[src/rtl/uart_pkg.sv]
// uart_pkg: shared constants for the buffered UART transmitter.
//   - FSM state encodings (kept as plain logic constants for compatibility
//     with older blocks that compare against raw values)
//   - data-width select encodings for cfg_data_bits
//   - MIN_DIV: smallest usable clocks-per-bit value
//   - data_parity(): XOR of the active data bits for a given width select
package uart_pkg;

  localparam logic [2:0] ST_IDLE   = 3'd0;
  localparam logic [2:0] ST_START  = 3'd1;
  localparam logic [2:0] ST_DATA   = 3'd2;
  localparam logic [2:0] ST_PARITY = 3'd3;
  localparam logic [2:0] ST_STOP   = 3'd4;

  localparam logic [1:0] DBITS_5 = 2'b00;
  localparam logic [1:0] DBITS_6 = 2'b01;
  localparam logic [1:0] DBITS_7 = 2'b10;
  localparam logic [1:0] DBITS_8 = 2'b11;

  localparam int MIN_DIV = 2;

  // Even parity over data[n-1:0], n = 5 + dbits.
  function automatic logic data_parity(input logic [7:0] data, input logic [1:0] dbits);
    logic p;
    p = 1'b0;
    for (int i = 0; i < 8; i++) begin
      if (i < 5 + int'(dbits)) p = p ^ data[i];
    end
    return p;
  endfunction

endpackage

[src/rtl/sync_fifo.sv]
// sync_fifo: single-clock FIFO with first-word fall-through read.
//   i_wr_en/i_wr_data : write request; ignored while full
//   i_rd_en           : pop request; ignored while empty
//   o_rd_data         : head entry, valid whenever !o_empty
//   o_full/o_empty    : occupancy flags, decoded from the registered level
//   o_level           : number of stored entries (0..DEPTH)
// DEPTH must be a power of two so the pointers wrap without compare logic.
module sync_fifo #(
  parameter int WIDTH = 8,
  parameter int DEPTH = 16
) (
  input  logic                       clk,
  input  logic                       resetn,
  input  logic                       i_wr_en,
  input  logic [WIDTH-1:0]           i_wr_data,
  input  logic                       i_rd_en,
  output logic [WIDTH-1:0]           o_rd_data,
  output logic                       o_full,
  output logic                       o_empty,
  output logic [$clog2(DEPTH):0]     o_level
);

  localparam int AW = $clog2(DEPTH);

  logic [WIDTH-1:0] r_mem [DEPTH];
  logic [AW-1:0]    r_wptr;
  logic [AW-1:0]    r_rptr;
  logic [AW:0]      r_level;
  logic             w_push;
  logic             w_pop;

  assign o_full    = (r_level == (AW+1)'(DEPTH));
  assign o_empty   = (r_level == '0);
  assign o_level   = r_level;
  assign o_rd_data = r_mem[r_rptr];

  assign w_push = i_wr_en && !o_full;
  assign w_pop  = i_rd_en && !o_empty;

  // Storage needs no reset: contents are unreachable once the level is zero.
  always_ff @(posedge clk) begin
    if (w_push) r_mem[r_wptr] <= i_wr_data;
  end

  always_ff @(posedge clk or negedge resetn) begin
    if (!resetn) begin
      r_wptr  <= '0;
      r_rptr  <= '0;
      r_level <= '0;
    end else begin
      if (w_push) r_wptr <= r_wptr + AW'(1);
      if (w_pop)  r_rptr <= r_rptr + AW'(1);
      case ({w_push, w_pop})
        2'b10:   r_level <= r_level + (AW+1)'(1);
        2'b01:   r_level <= r_level - (AW+1)'(1);
        default: r_level <= r_level;
      endcase
    end
  end

endmodule

[src/rtl/uart_tx_stream.sv]
// uart_tx_stream: buffered UART transmitter with runtime frame format.
//   clk, resetn      : system clock, async active-low reset
//   cfg_div          : clocks per bit (values below 2 behave as 2)
//   cfg_data_bits    : 00=5, 01=6, 10=7, 11=8 data bits
//   cfg_parity_en    : append parity bit
//   cfg_parity_odd   : odd (1) / even (0) parity
//   cfg_stop2        : two stop bits
//   s_valid/s_data   : byte push stream, accepted when s_ready is high
//   s_ready          : FIFO has room (depends only on registered level)
//   fifo_level       : bytes waiting in the FIFO
//   tx_busy          : frame in progress
//   uart_tx          : registered serial line, idle high
//
// state     | meaning
// ----------+-----------------------------------------------------------
// ST_IDLE   | line high; pop and latch config as soon as FIFO non-empty
// ST_START  | start bit (0) for div cycles
// ST_DATA   | n data bits LSB first, div cycles each
// ST_PARITY | parity bit for div cycles (only when enabled)
// ST_STOP   | 1 or 2 stop bits; last cycle pops the next byte if present
//
// uart_tx is the registered image of the current state, so the line trails
// the state register by one cycle; tx_busy is decoded straight from state.
module uart_tx_stream
  import uart_pkg::*;
#(
  parameter int FIFO_DEPTH = 16,
  parameter int DIV_W      = 16
) (
  input  logic                          clk,
  input  logic                          resetn,
  input  logic [DIV_W-1:0]              cfg_div,
  input  logic [1:0]                    cfg_data_bits,
  input  logic                          cfg_parity_en,
  input  logic                          cfg_parity_odd,
  input  logic                          cfg_stop2,
  input  logic                          s_valid,
  input  logic [7:0]                    s_data,
  output logic                          s_ready,
  output logic [$clog2(FIFO_DEPTH):0]   fifo_level,
  output logic                          tx_busy,
  output logic                          uart_tx
);

  logic             w_full;
  logic             w_empty;
  logic [7:0]       w_rd_data;
  logic [DIV_W-1:0] w_div_eff;
  logic             w_tick;
  logic             w_last_stop;
  logic             w_frame_end;
  logic             w_pop;
  logic             w_line;

  logic [2:0]       r_state;
  logic [DIV_W-1:0] r_cnt;
  logic [DIV_W-1:0] r_div;
  logic [2:0]       r_bit;
  logic [2:0]       r_last_bit;
  logic [7:0]       r_shift;
  logic             r_par_en;
  logic             r_par_bit;
  logic             r_stop2;
  logic             r_tx;

  sync_fifo #(
    .WIDTH (8),
    .DEPTH (FIFO_DEPTH)
  ) u_fifo (
    .clk       (clk),
    .resetn    (resetn),
    .i_wr_en   (s_valid),
    .i_wr_data (s_data),
    .i_rd_en   (w_pop),
    .o_rd_data (w_rd_data),
    .o_full    (w_full),
    .o_empty   (w_empty),
    .o_level   (fifo_level)
  );

  assign s_ready = !w_full;
  assign tx_busy = (r_state != ST_IDLE);
  assign uart_tx = r_tx;

  assign w_div_eff   = (cfg_div < DIV_W'(MIN_DIV)) ? DIV_W'(MIN_DIV) : cfg_div;
  assign w_tick      = (r_cnt == r_div - DIV_W'(1));
  assign w_last_stop = (r_bit == {2'b00, r_stop2});
  assign w_frame_end = (r_state == ST_STOP) && w_tick && w_last_stop;
  // Popping on the final stop cycle chains frames with no idle gap.
  assign w_pop       = !w_empty && ((r_state == ST_IDLE) || w_frame_end);

  always_ff @(posedge clk or negedge resetn) begin
    if (!resetn) begin
      r_state    <= ST_IDLE;
      r_cnt      <= '0;
      r_div      <= DIV_W'(MIN_DIV);
      r_bit      <= '0;
      r_last_bit <= 3'd7;
      r_shift    <= '0;
      r_par_en   <= 1'b0;
      r_par_bit  <= 1'b0;
      r_stop2    <= 1'b0;
    end else if (w_pop) begin
      // Frame shadow: config changes after this point only affect later frames.
      r_state    <= ST_START;
      r_cnt      <= '0;
      r_bit      <= '0;
      r_div      <= w_div_eff;
      r_last_bit <= 3'd4 + {1'b0, cfg_data_bits};
      r_shift    <= w_rd_data;
      r_par_en   <= cfg_parity_en;
      r_par_bit  <= data_parity(w_rd_data, cfg_data_bits) ^ cfg_parity_odd;
      r_stop2    <= cfg_stop2;
    end else if (r_state != ST_IDLE) begin
      r_cnt <= w_tick ? '0 : r_cnt + DIV_W'(1);
      if (w_tick) begin
        case (r_state)
          ST_START: r_state <= ST_DATA;
          ST_DATA: begin
            if (r_bit == r_last_bit) begin
              r_bit   <= '0;
              r_state <= r_par_en ? ST_PARITY : ST_STOP;
            end else begin
              r_bit   <= r_bit + 3'd1;
              r_shift <= r_shift >> 1;
            end
          end
          ST_PARITY: r_state <= ST_STOP;
          ST_STOP: begin
            if (w_last_stop) r_state <= ST_IDLE;
            else             r_bit   <= r_bit + 3'd1;
          end
          default: r_state <= ST_IDLE;
        endcase
      end
    end
  end

  always_comb begin
    w_line = 1'b1;
    case (r_state)
      ST_START:  w_line = 1'b0;
      ST_DATA:   w_line = r_shift[0];
      ST_PARITY: w_line = r_par_bit;
      default:   w_line = 1'b1;
    endcase
  end

  always_ff @(posedge clk or negedge resetn) begin
    if (!resetn) r_tx <= 1'b1;
    else         r_tx <= w_line;
  end

endmodule

[config.mk]
export PLATFORM = sky130hd
export DESIGN_NAME = uart_tx_stream
export DESIGN_NICKNAME = d
export VERILOG_FILES = /design/src/rtl/uart_pkg.sv /design/src/rtl/sync_fifo.sv /design/src/rtl/uart_tx_stream.sv
export SDC_FILE = /design/constraint.sdc
export NUM_CORES = 1
export LEC_CHECK = 0
export ABC_CLOCK_PERIOD_IN_PS = 4850
export BUFFER_PORTS_ARGS = -buffer_cell sky130_fd_sc_hd__buf_2
export CAP_MARGIN = 5
export CORE_MARGIN = 5
export CORE_UTILIZATION = 56
export CTS_BUF_LIST = sky130_fd_sc_hd__clkbuf_16
export CTS_CLUSTER_SIZE = 28
export DETAILED_ROUTE_END_ITERATION = 8
export PLACE_DENSITY = 0.76
export RECOVER_POWER = 25
export SLEW_MARGIN = 20
export SYNTH_ARGS = -nofsm -noshare
export SYNTH_HDL_FRONTEND = slang
export SYNTH_SLANG_ARGS = --single-unit
[constraint.sdc]
create_clock -name clk -period 4.85 [get_ports clk]
set_clock_uncertainty 0.15 [all_clocks]
set_input_delay 0.485 -clock clk [delete_from_list [all_inputs] [get_ports clk]]
set_output_delay 0.485 -clock clk [all_outputs]
set_load 0.05 [all_outputs]
==> reports/metrics.yaml, run 1 <==
ys.flop_type: "edfxtp_1"
synth_area_sq_um: 9040
cts_setup_buffers: 0
crit_top_cell: "ha_2"
hold_viol: 0
period_share_pct: 92.8
synth.area.top_cells: "edfxtp_1, dfrtp_1, mux4_2, nand2_1, xnor2_1"
fin_tns_setup_ns: 0
synth.most_common_cell: "edfxtp_1"
syn-instance-count: 705
grt_pass1_wl_um: 31300
track_usage_pct: 21.9
yosysTopAreaCellShare_pct: 42.5
port_buffers: 39
peakVddDrop_mv: 0.374
vias_per_cell: 6.06
synthArstFlopShare_pct: 33.7
seq_area_frac_synth_pct: 60.6
r2r-start: "r_div[0]"
grt_max_degree: 66
ys_ff_latch: 193
start_util_pct: 56.9
hold_path.class: "in -> async"
syn_area_per_cell_sq_um: 12.8
outcome: "finished, final reports clean"
grt_overflow: 0
routedWlPerCell_um: 20.1
antenna_found_initial: 0
clk_pin_slew_worst_paths_ns: 0.07
clock-sinks: 193
fmax_mhz: 222
start_kind: "register"
final_nets: 781
path_cells: "inv_1 > ha_2 > or3b_2 > a2111oi_2 > o21a_1 > o22ai_1 > or4b_4 > and2_4 > inv_2 > ha_2 > ha_1 > o21ai_0 > a21oi_1 > nor2_1 > o31ai_4 > mux2i_1 > xnor2_1"
diodes: 0
antenna_left: 0
synth-edff-count: 128
htree_levels: 4
rsz0062_at_grt: "false"
cts.path.max_buffers: 2
root_buffer: "clkbuf_16"
drive_gt1_share_pct: 17.4
synth_fp_nets: 748
die_x_um: 137
finalSetupViolations: 0
fin_crit_ns: 4.50
ys_warn_count: 0
cp-end-kind: "register"
ys_top_cells_by_count: "edfxtp_1, nand2_1, dfrtp_1"
num_io_pins: 40
arrival_ns: 4.70
area_growth_pct: 10.9
die_y_um: 137
drc_errors: 0
cpMaxStageDelayCell: "or4b_4"
drt_iter0_markers: 458
whs_ns: 0.0757
power_mw: 6.37
maxCapViolCount: 0
power.leakage_nw: 3.77
cp_max_fo: 14
path_class: "reg -> reg"
required_ns: 5.05
cts_tree: "yes"
worstMarginPinSlew_ns: 0.876
slew_viol_final: 0
drt-total-wl_um: 19500
hpwl_um: 13400
place_congestion: 0.864
clkLatencyLatePin_ns: 0.43
dieArea_sq_um: 18800
synth_cell_type_count: 69
std_cell_rows: 46
synth.largest_area_cell: "edfxtp_1"
core_sq_um: 15900
startpoint: "r_div[0]"
max_stage_delay_ns: 0.61
maxSlewHeadroom_pct: 41.5
num_vias: 5858
grt_pass1_vias: 5910
cts_buffers: 17
powerDensity_nw_per_um2: 636
dr.pass1.iters: 5
## per-stage QoR
| step | area (sq um) | std cells | utilization [%] | setup WS (ns) |
|---|---|---|---|---|
| 2_1_floorplan | 9040 | 705 | - | 0.203 |
| 5_1_grt | 10000 | 967 | 63.1 | 0.0568 |
| 4_1_cts | 10000 | 966 | 62.9 | 0.0750 |
| 3_5_place_dp | 9420 | 934 | 59.3 | 0.0966 |
| 6_report | 10000 | 967 | 63.1 | 0.347 |
| 3_3_place_gp | 9420 | 934 | 59.3 | 0.289 |
## registers in the layout (all words and copies together), names as in the netlist
name / count
r_last_bit: 2
r_shift: 8
u_fifo.o_level: 5
r_div: 16
u_fifo.r_mem: 128
r_cnt: 16
r_stop2: 1
u_fifo.r_rptr: 4
r_state: 3
u_fifo.r_wptr: 4
uart_tx: 1
r_bit: 3
r_par_bit: 1
r_par_en: 1
## critical path: cells and delay by family, from the launching register on
family	cells	cell delay (ns)
AND/OR/NAND/NOR	4	1.59
AO/OA/AOI/OAI	6	0.94
XOR/XNOR	1	0.14
buffers and inverters	2	0.17
flip-flops	1	0.47
adder cells (fa/ha/maj)	3	0.76
multiplexers	1	0.20
## cell usage in the layout, fill, tap and decap left out, drive strengths merged, types with 22 or more instances in the layout
cell type	count
clkbuf	24
edfxtp	128
xnor2	33
dfrtp	61
nor2	39
nand2	93
inv	33
buf	41
mux2i	22
o21ai	30
## final timing paths
path	cells past startpoint	slack (ns)	to
hold reg to reg	2	0.33	r_last_bit[1]
min in group clk	3	0.12	r_div[3]
setup / recovery	17	0.35	u_fifo.o_level[4]
max in group asynchronous	2	3.83	u_fifo.r_rptr[0]
setup reg to reg	17	0.35	u_fifo.o_level[4]
hold / removal	2	0.08	r_div[14]
## where the power goes
group	internal (mW)	switching (mW)	total, mW	leakage, nW
clock	0.694	0.663	1.36	0.293
combinational	1.08	1.45	2.53	1.51
sequential	2.10	0.390	2.49	1.97
## routing by layer
layer	track usage (%)	wire, um	vias to the layer above
li1	-	-	2683
met1	30.6	8270	2897
met2	34.8	9370	239
met3	3.38	1290	39
met4	8.81	535	0
met5	0	0	-
## cell type report
cell class / instances / area, sq um
clock buffers: 17 / 425
clock inverters: 15 / 159
fillers: 1205 / 5860
inverters: 23 / 86.3
multi-input cells: 455 / 3340
flip-flops and latches: 193 / 5480
well taps: 216 / 270
repair buffers: 48 / 267
## cells by family after synthesis
logic type                 after synthesis  synth area share, %
and+or+nand+nor                        236                 13.0
DFF                                    193                 60.6
buffers and inverters                   58                 2.88
AOI/OAI and AO/OA                      101                 7.89
adders and majority gates               11                 1.52
muxes                                   56                 9.28
xor gates and xnor gates                50                 4.84
## repair_timing
action	CTS	global route
endpoints found under the setup margin	0	1
hold buffers	0	0
endpoints found under the hold margin	0	0
resized for setup	0	7
No activity file was read; power rests on OpenSTA's default activity.
==> inputs of run 2 (changes only) <==
--- a/config.mk
+++ b/config.mk
@@ -6,8 +6,9 @@
 export NUM_CORES = 1
 export LEC_CHECK = 0
 export ABC_CLOCK_PERIOD_IN_PS = 4850
-export BUFFER_PORTS_ARGS = -buffer_cell sky130_fd_sc_hd__buf_2
+export BUFFER_PORTS_ARGS = -buffer_cell sky130_fd_sc_hd__clkbuf_2
 export CAP_MARGIN = 5
+export CORE_ASPECT_RATIO = 0.7
 export CORE_MARGIN = 5
 export CORE_UTILIZATION = 56
 export CTS_BUF_LIST = sky130_fd_sc_hd__clkbuf_16
==> run 2 against run 1 <==
Effect of this change:
- sequential share of layout area is 0.25 points higher
- final cell count shrank 1.4%
- clock power hardly changed
- core utilization grew 0.49 points
- via count grew 0.63%
- global-route usage up 1.4 points
- combinational power up 3%
- sequential power about the same
- non-clock buffer count rose by 3
- first-iteration DRC count rose by 41%
- design area is 0.46% lower
- critical path depth grew 1
- largest cell class unchanged
==> reports/metrics.yaml, run 2 (same netlist as run 1, synthesis figures left out) <==
outcome: "finished, final reports clean"
num_vias: 5895  # +0.63%
drt-met1-wl_um: 9800  # +19%
start_kind: "register"
regMostFlops: "u_fifo.r_mem"
hold_buffers: 0  # unchanged
drt-total-wl_um: 20800  # +6.7%
swShare_pct: 39.1  # -0.23 points
peakVddDrop_mv: 0.502  # +34%
rsz0062_at_grt: "false"
dieArea_sq_um: 18800  # +0.22%
slew_viol_final: 0  # unchanged
drc_errors: 0  # unchanged
htree_levels: 4  # unchanged
cpMaxStageDelayCell: "or4b_1"
cts_buffers: 17  # unchanged
fin_crit_ns: 4.58  # +0.0755 ns
cts.path.max_buffers: 2  # unchanged
fin_tns_setup_ns: 0  # unchanged
finalSetupViolations: 0  # unchanged
cts_tree: "yes"
arrival_ns: 4.78  # +0.08 ns
area_growth_pct: 10.4
intPower_mw: 3.90  # +0.82%
power.leakage_nw: 3.77  # about the same
powerDensity_nw_per_um2: 641  # +0.90%
path_class: "reg -> reg"
drt_iter0_markers: 646  # +41%
clk_pin_slew_worst_paths_ns: 0.07  # about the same
clock-sinks: 193  # unchanged
start_util_pct: 57.6  # +0.71 points
grt_overflow: 0  # unchanged
antenna_left: 0  # unchanged
hpwl_um: 14600  # +8.6%
root_buffer: "clkbuf_16"
whs_ns: 0.0884  # +0.0127 ns
p_sw_mw: 2.50  # -0.16%
grt_max_degree: 66  # unchanged
std_cell_rows: 38  # -17%
final_cell_mix: "edfxtp_1, nand2_1, dfrtp_1"
track_usage_pct: 23.3  # +1.4 points
worstMarginPinSlew_ns: 0.868  # -0.00787 ns
hold_path.class: "in -> async"
final_core_util_pct: 63.6  # +0.49 points
seq_power_share_pct: 38.5  # -0.6 points
path_delay_family: "simple AND/OR/NAND/NOR gates"
maxSlewHeadroom_pct: 42.1  # +0.64 points
final_nets: 783  # +0.26%
grt_pass1_wl_um: 32900  # +5.1%
hold_viol: 0  # unchanged
max_stage_delay_ns: 0.57  # -0.04 ns
die_x_um: 162  # +18%
final_common_cell: "edfxtp_1"
num_io_pins: 40  # unchanged
largest_reg_flops: 128  # unchanged
maxCapViolCount: 0  # unchanged
path_buf_inv: 1  # -1
grt_pass1_vias: 5723  # -3.2%
cp_max_fo: 9  # -5
path_cells: "inv_1 > ha_1 > or3b_2 > a2111oi_1 > o21a_1 > o22ai_1 > or4b_1 > a21oi_1 > xor2_1 > ha_1 > nor2_1 > nor2b_1 > o21ai_0 > a21oi_1 > nor2_1 > o31ai_4 > mux2i_1 > xnor2_1"
period_share_pct: 94.4  # +1.6 points
vias_per_cell: 6.19  # +2.1%
dr.pass1.iters: 5  # unchanged
place_congestion: 0.981  # +13%
place_area_sq_um: 9420  # about the same
rr_worst_depth: 18  # +1
cp.depth: 18  # +1
p_clk_share_pct: 20.9  # -0.4 points
die_y_um: 116  # -15%
met2WireLength_um: 9030  # -3.6%
routedWlPerCell_um: 21.8  # +8.3%
port_buffers: 39  # unchanged
drive_gt1_share_pct: 16.7  # -0.71 points
antenna_found_initial: 0  # unchanged
top_regs: "u_fifo.r_mem (128), r_cnt (16), r_div (16)"
fin_area_sq_um: 9980  # -0.46%
topRoutingLayerUsed: "met4"
diodes: 0  # unchanged
power_frac_comb_pct: 40.6  # +1.0 points
clkLatencyLatePin_ns: 0.44  # about the same
core_sq_um: 15700  # -1.2%
dr_wl_met3_um: 1800  # +40%
fmax_mhz: 218  # -1.6%
cp-end-kind: "register"
required_ns: 5.06  # about the same
==> run 2: cell types whose count changed in the layout (fill, tap and decap cells not counted), moves of 3 or more <==
cell        previous run  this run
clkbuf_2               0        31
buf_4                  8        11
clkinvlp_4             0         3
inv_8                  7         2
buf_2                 32         1
==> run 2: worst reg2reg max path, delay by kind of cell, from the launching register on <==
kind / cells / cell delay, ns
AOI/OAI and AO/OA: 7 / 1.32
xor gates and xnor gates: 2 / 0.27
adders and majority gates: 2 / 0.44
buffers and inverters: 1 / 0.09
DFF: 1 / 0.46
muxes: 1 / 0.20
and+or+nand+nor: 5 / 1.59
==> run 2: per-layer routing <==
| layer | global-route usage [%] | vias to the layer above |
|---|---|---|
| li1 | - | 2682 |
| met2 | 33.3 | 245 |
| met4 | 4.45 | 0 |
| met1 | 35.8 | 2956 |
| met3 | 6.98 | 12 |
| met5 | 0 | - |
==> run 2: repair_timing <==
action                                  CTS  global route
gates resized for setup                   0             2
endpoints found under the setup margin    0             1
buffers inserted                          0             0
==> run 2: worst paths after layout <==
| path | endpoint | slack, ns | startpoint |
|---|---|---|---|
| max reg2reg | u_fifo.o_level[4] | 0.27 | r_div[0] |
| min | r_stop2 | 0.09 | resetn |
| min in group clk | r_div[10] | 0.12 | cfg_div[10] |
| max | u_fifo.o_level[4] | 0.27 | r_div[0] |
| min reg2reg | r_last_bit[1] | 0.33 | r_last_bit[1] |
| max in group asynchronous | u_fifo.r_rptr[0] | 3.83 | resetn |
==> run 2: area by class of cell <==
class	instances	area (sq um)
clock buffers	17	425
clock inverters	15	135
repair buffers	51	289
multi-input cells	454	3320
flip-flops and latches	193	5480
fillers	1167	5710
well taps	200	250
inverters	23	86.3
==> run 2: per-stage QoR <==
| step | worst slack (ns) | power (mW) | cells |
|---|---|---|---|
| after global routing | 0.0250 | 6.80 | 953 |
| after detailed placement | 0.291 | 5.04 | 921 |
| final | 0.272 | 6.40 | 953 |
| after floorplan | 0.203 | 4.38 | 705 |
| after CTS | 0.197 | 6.39 | 953 |
| after global placement | 0.496 | 4.95 | 921 |
==> run 2: power groups by stage <==
| stage | clock network, mW | registers [mW] | logic (mW) |
|---|---|---|---|
| detailed placement | 0 | 2.48 | 2.56 |
| CTS | 1.36 | 2.45 | 2.58 |
| finish | 1.34 | 2.47 | 2.60 |
| floorplan | 0 | 2.38 | 2.00 |
| global placement | 0 | 2.45 | 2.50 |
| global route | 1.43 | 2.52 | 2.85 |
==> inputs of run 3 (changes only) <==
--- a/config.mk
+++ b/config.mk
@@ -6,14 +6,14 @@
 export NUM_CORES = 1
 export LEC_CHECK = 0
 export ABC_CLOCK_PERIOD_IN_PS = 4850
-export BUFFER_PORTS_ARGS = -buffer_cell sky130_fd_sc_hd__clkbuf_2
-export CAP_MARGIN = 5
+export BUFFER_PORTS_ARGS = -buffer_cell sky130_fd_sc_hd__buf_2
 export CORE_ASPECT_RATIO = 0.7
 export CORE_MARGIN = 5
 export CORE_UTILIZATION = 56
 export CTS_BUF_LIST = sky130_fd_sc_hd__clkbuf_16
 export CTS_CLUSTER_SIZE = 28
 export DETAILED_ROUTE_END_ITERATION = 8
+export MAX_ROUTING_LAYER = met4
 export PLACE_DENSITY = 0.76
 export RECOVER_POWER = 25
 export SLEW_MARGIN = 20
==> run 3 against run 2 <==
Effect of this change:
- die area stayed put
- design area is 0.30% higher
- global-route usage up 0.48 points
- critical path type unchanged
- setup slack improved by 0.094 ns
- core utilization is 0.19 points higher
- highest routed layer unchanged
- routed wire length down 0.76%
- clock power about the same
- combinational power shrank 2%
- largest cell class unchanged
- register-to-register slack better by 0.09 ns
==> reports/metrics.yaml, run 3 (same netlist as run 1, synthesis figures left out) <==
outcome: "finished, final reports clean"
cts_setup_buffers: 0  # unchanged
fin_crit_ns: 4.48  # -0.0937 ns
place_congestion: 0.935  # -4.6%
top_regs: "u_fifo.r_mem (128), r_cnt (16), r_div (16)"
drt_iter0_markers: 714  # +11%
busiest_layer: "met1"
worstMarginPinSlew_ns: 0.885  # +0.0165 ns
power.leakage_nw: 3.78  # +0.14%
routedWlPerCell_um: 21.6  # -0.86%
fin_area_sq_um: 10000  # +0.30%
clk_pin_slew_worst_paths_ns: 0.08  # about the same
grt_util_met2_pct: 32.8  # -0.47 points
track_usage_pct: 23.7  # +0.48 points
place_area_sq_um: 9410  # about the same
grt_pass1_vias: 5730  # +0.12%
maxCapViolCount: 0  # unchanged
met1_usage_pct: 35.9  # +0.054 points
hold_path.class: "in -> async"
met3_usage_pct: 6.24  # -0.74 points
fin_tns_setup_ns: 0  # unchanged
power_mw: 6.42  # +0.31%
cp_max_fo: 9  # unchanged
final_common_cell: "edfxtp_1"
arrival_ns: 4.70  # -0.08 ns
clock-sinks: 193  # unchanged
clkLatencyLatePin_ns: 0.44  # about the same
cts_buffers: 17  # unchanged
antenna_found_initial: 0  # unchanged
largest_reg_flops: 128  # unchanged
rr_worst_depth: 17  # -1
cts_tree: "yes"
htree_levels: 4  # unchanged
hold_buffers: 0  # unchanged
regMostFlops: "u_fifo.r_mem"
area_growth_pct: 10.7
drive_gt1_share_pct: 17.2  # +0.51 points
r2r_end: "u_fifo.o_level[4]"
grt_max_degree: 66  # unchanged
final_nets: 784  # +0.13%
start_kind: "register"
r2r-start: "r_div[0]"
slew_viol_final: 0  # unchanged
grt_pass1_wl_um: 32500  # -1.1%
ctsResizeCount: 0  # unchanged
num_io_pins: 40  # unchanged
r2r_setup_slack_ns: 0.37  # +0.09 ns
drt-total-wl_um: 20600  # -0.76%
core_sq_um: 15700  # unchanged
fmax_mhz: 223  # +2.1%
num_vias: 5886  # -0.15%
required_ns: 5.06  # about the same
hold_viol: 0  # unchanged
rsz0062_at_grt: "false"
maxSlewHeadroom_pct: 40.5  # -1.6 points
grt_overflow: 0  # unchanged
start_util_pct: 57.6  # unchanged
std_cell_rows: 38  # unchanged
antenna_left: 0  # unchanged
drc_errors: 0  # unchanged
vias_per_cell: 6.17  # -0.26%
diodes: 0  # unchanged
powerDensity_nw_per_um2: 642  # about the same
cts.path.max_buffers: 2  # unchanged
cp-end-kind: "register"
peakVddDrop_mv: 0.497  # -0.97%
hpwl_um: 14500  # -0.95%
root_buffer: "clkbuf_16"
die_x_um: 162  # unchanged
dr.pass1.iters: 5  # unchanged
dieArea_sq_um: 18800  # unchanged
path_class: "reg -> reg"
port_buffers: 39  # unchanged
final_cell_mix: "edfxtp_1, nand2_1, dfrtp_1"
finalSetupViolations: 0  # unchanged
period_share_pct: 92.5  # -1.9 points
die_y_um: 116  # unchanged
run 3: cell types whose count changed in the layout (fill, tap and decap cells not counted), sizes merged:
| cell | delta |
|---|---|
| bufinv | -1 |
| clkinvlp | -2 |
| clkbuf | -31 |
| clkinv | +3 |
| buf | +32 |
run 3: worst max-delay path, cell delays in order, from the launching register on:
cell and delay, ns:
dfrtp_1 0.48, inv_1 0.09, ha_1 0.28, or3b_2 0.53, a2111oi_1 0.41, o21a_1 0.17, o22ai_1 0.10, or4b_1 0.59
and2_4 0.17, inv_2 0.05, ha_1 0.27, ha_1 0.31, o21ai_1 0.13, a21oi_1 0.07, nor2_1 0.18, o31ai_4 0.10
mux2i_1 0.20, xnor2_1 0.13
run 3: layer usage:
layer	up-vias	part of all wire (%)
met5	-	0
met4	0	0.71
met3	14	8.6
met2	215	43
met1	2968	47
li1	2689	-
run 3: final cells by class:
| type | count | area (sq um) |
|---|---|---|
| clock buffer | 17 | 425 |
| multi-input combinational | 454 | 3320 |
| fill | 1179 | 5680 |
| timing repair buffer | 52 | 284 |
| tap | 200 | 250 |
| sequential | 193 | 5480 |
| inverter | 23 | 86.3 |
| clock inverter | 15 | 165 |
run 3: power by group:
group	internal [mW]	switching, mW	total [mW]	leakage (nW)
clock	0.691	0.683	1.37	0.285
sequential	2.10	0.383	2.48	1.97
combinational	1.08	1.48	2.56	1.53
run 3: worst max path at each step:
stage	start	endpoint	slack, ns	cells after the start
after CTS	r_div[0]	u_fifo.o_level[4]	0.30	18
after global routing	r_div[0]	u_fifo.o_level[4]	0.08	18
after global placement	r_div[0]	u_fifo.o_level[4]	0.52	18
final	r_div[0]	u_fifo.o_level[4]	0.37	17
after detailed placement	r_div[0]	u_fifo.o_level[4]	0.37	18
after floorplan	r_div[0]	u_fifo.o_level[4]	0.20	21
run 3: metrics by stage:
step	hold slack (ns)	worst slack (ns)	std cells	utilization [%]
6_report	0.0790	0.365	954	63.8
5_1_grt	0.0898	0.0798	954	63.8
4_1_cts	0.0880	0.297	954	63.8
3_5_place_dp	0.315	0.365	922	60.0
3_3_place_gp	0.308	0.515	922	60.0
2_1_floorplan	0.0394	0.203	705	-
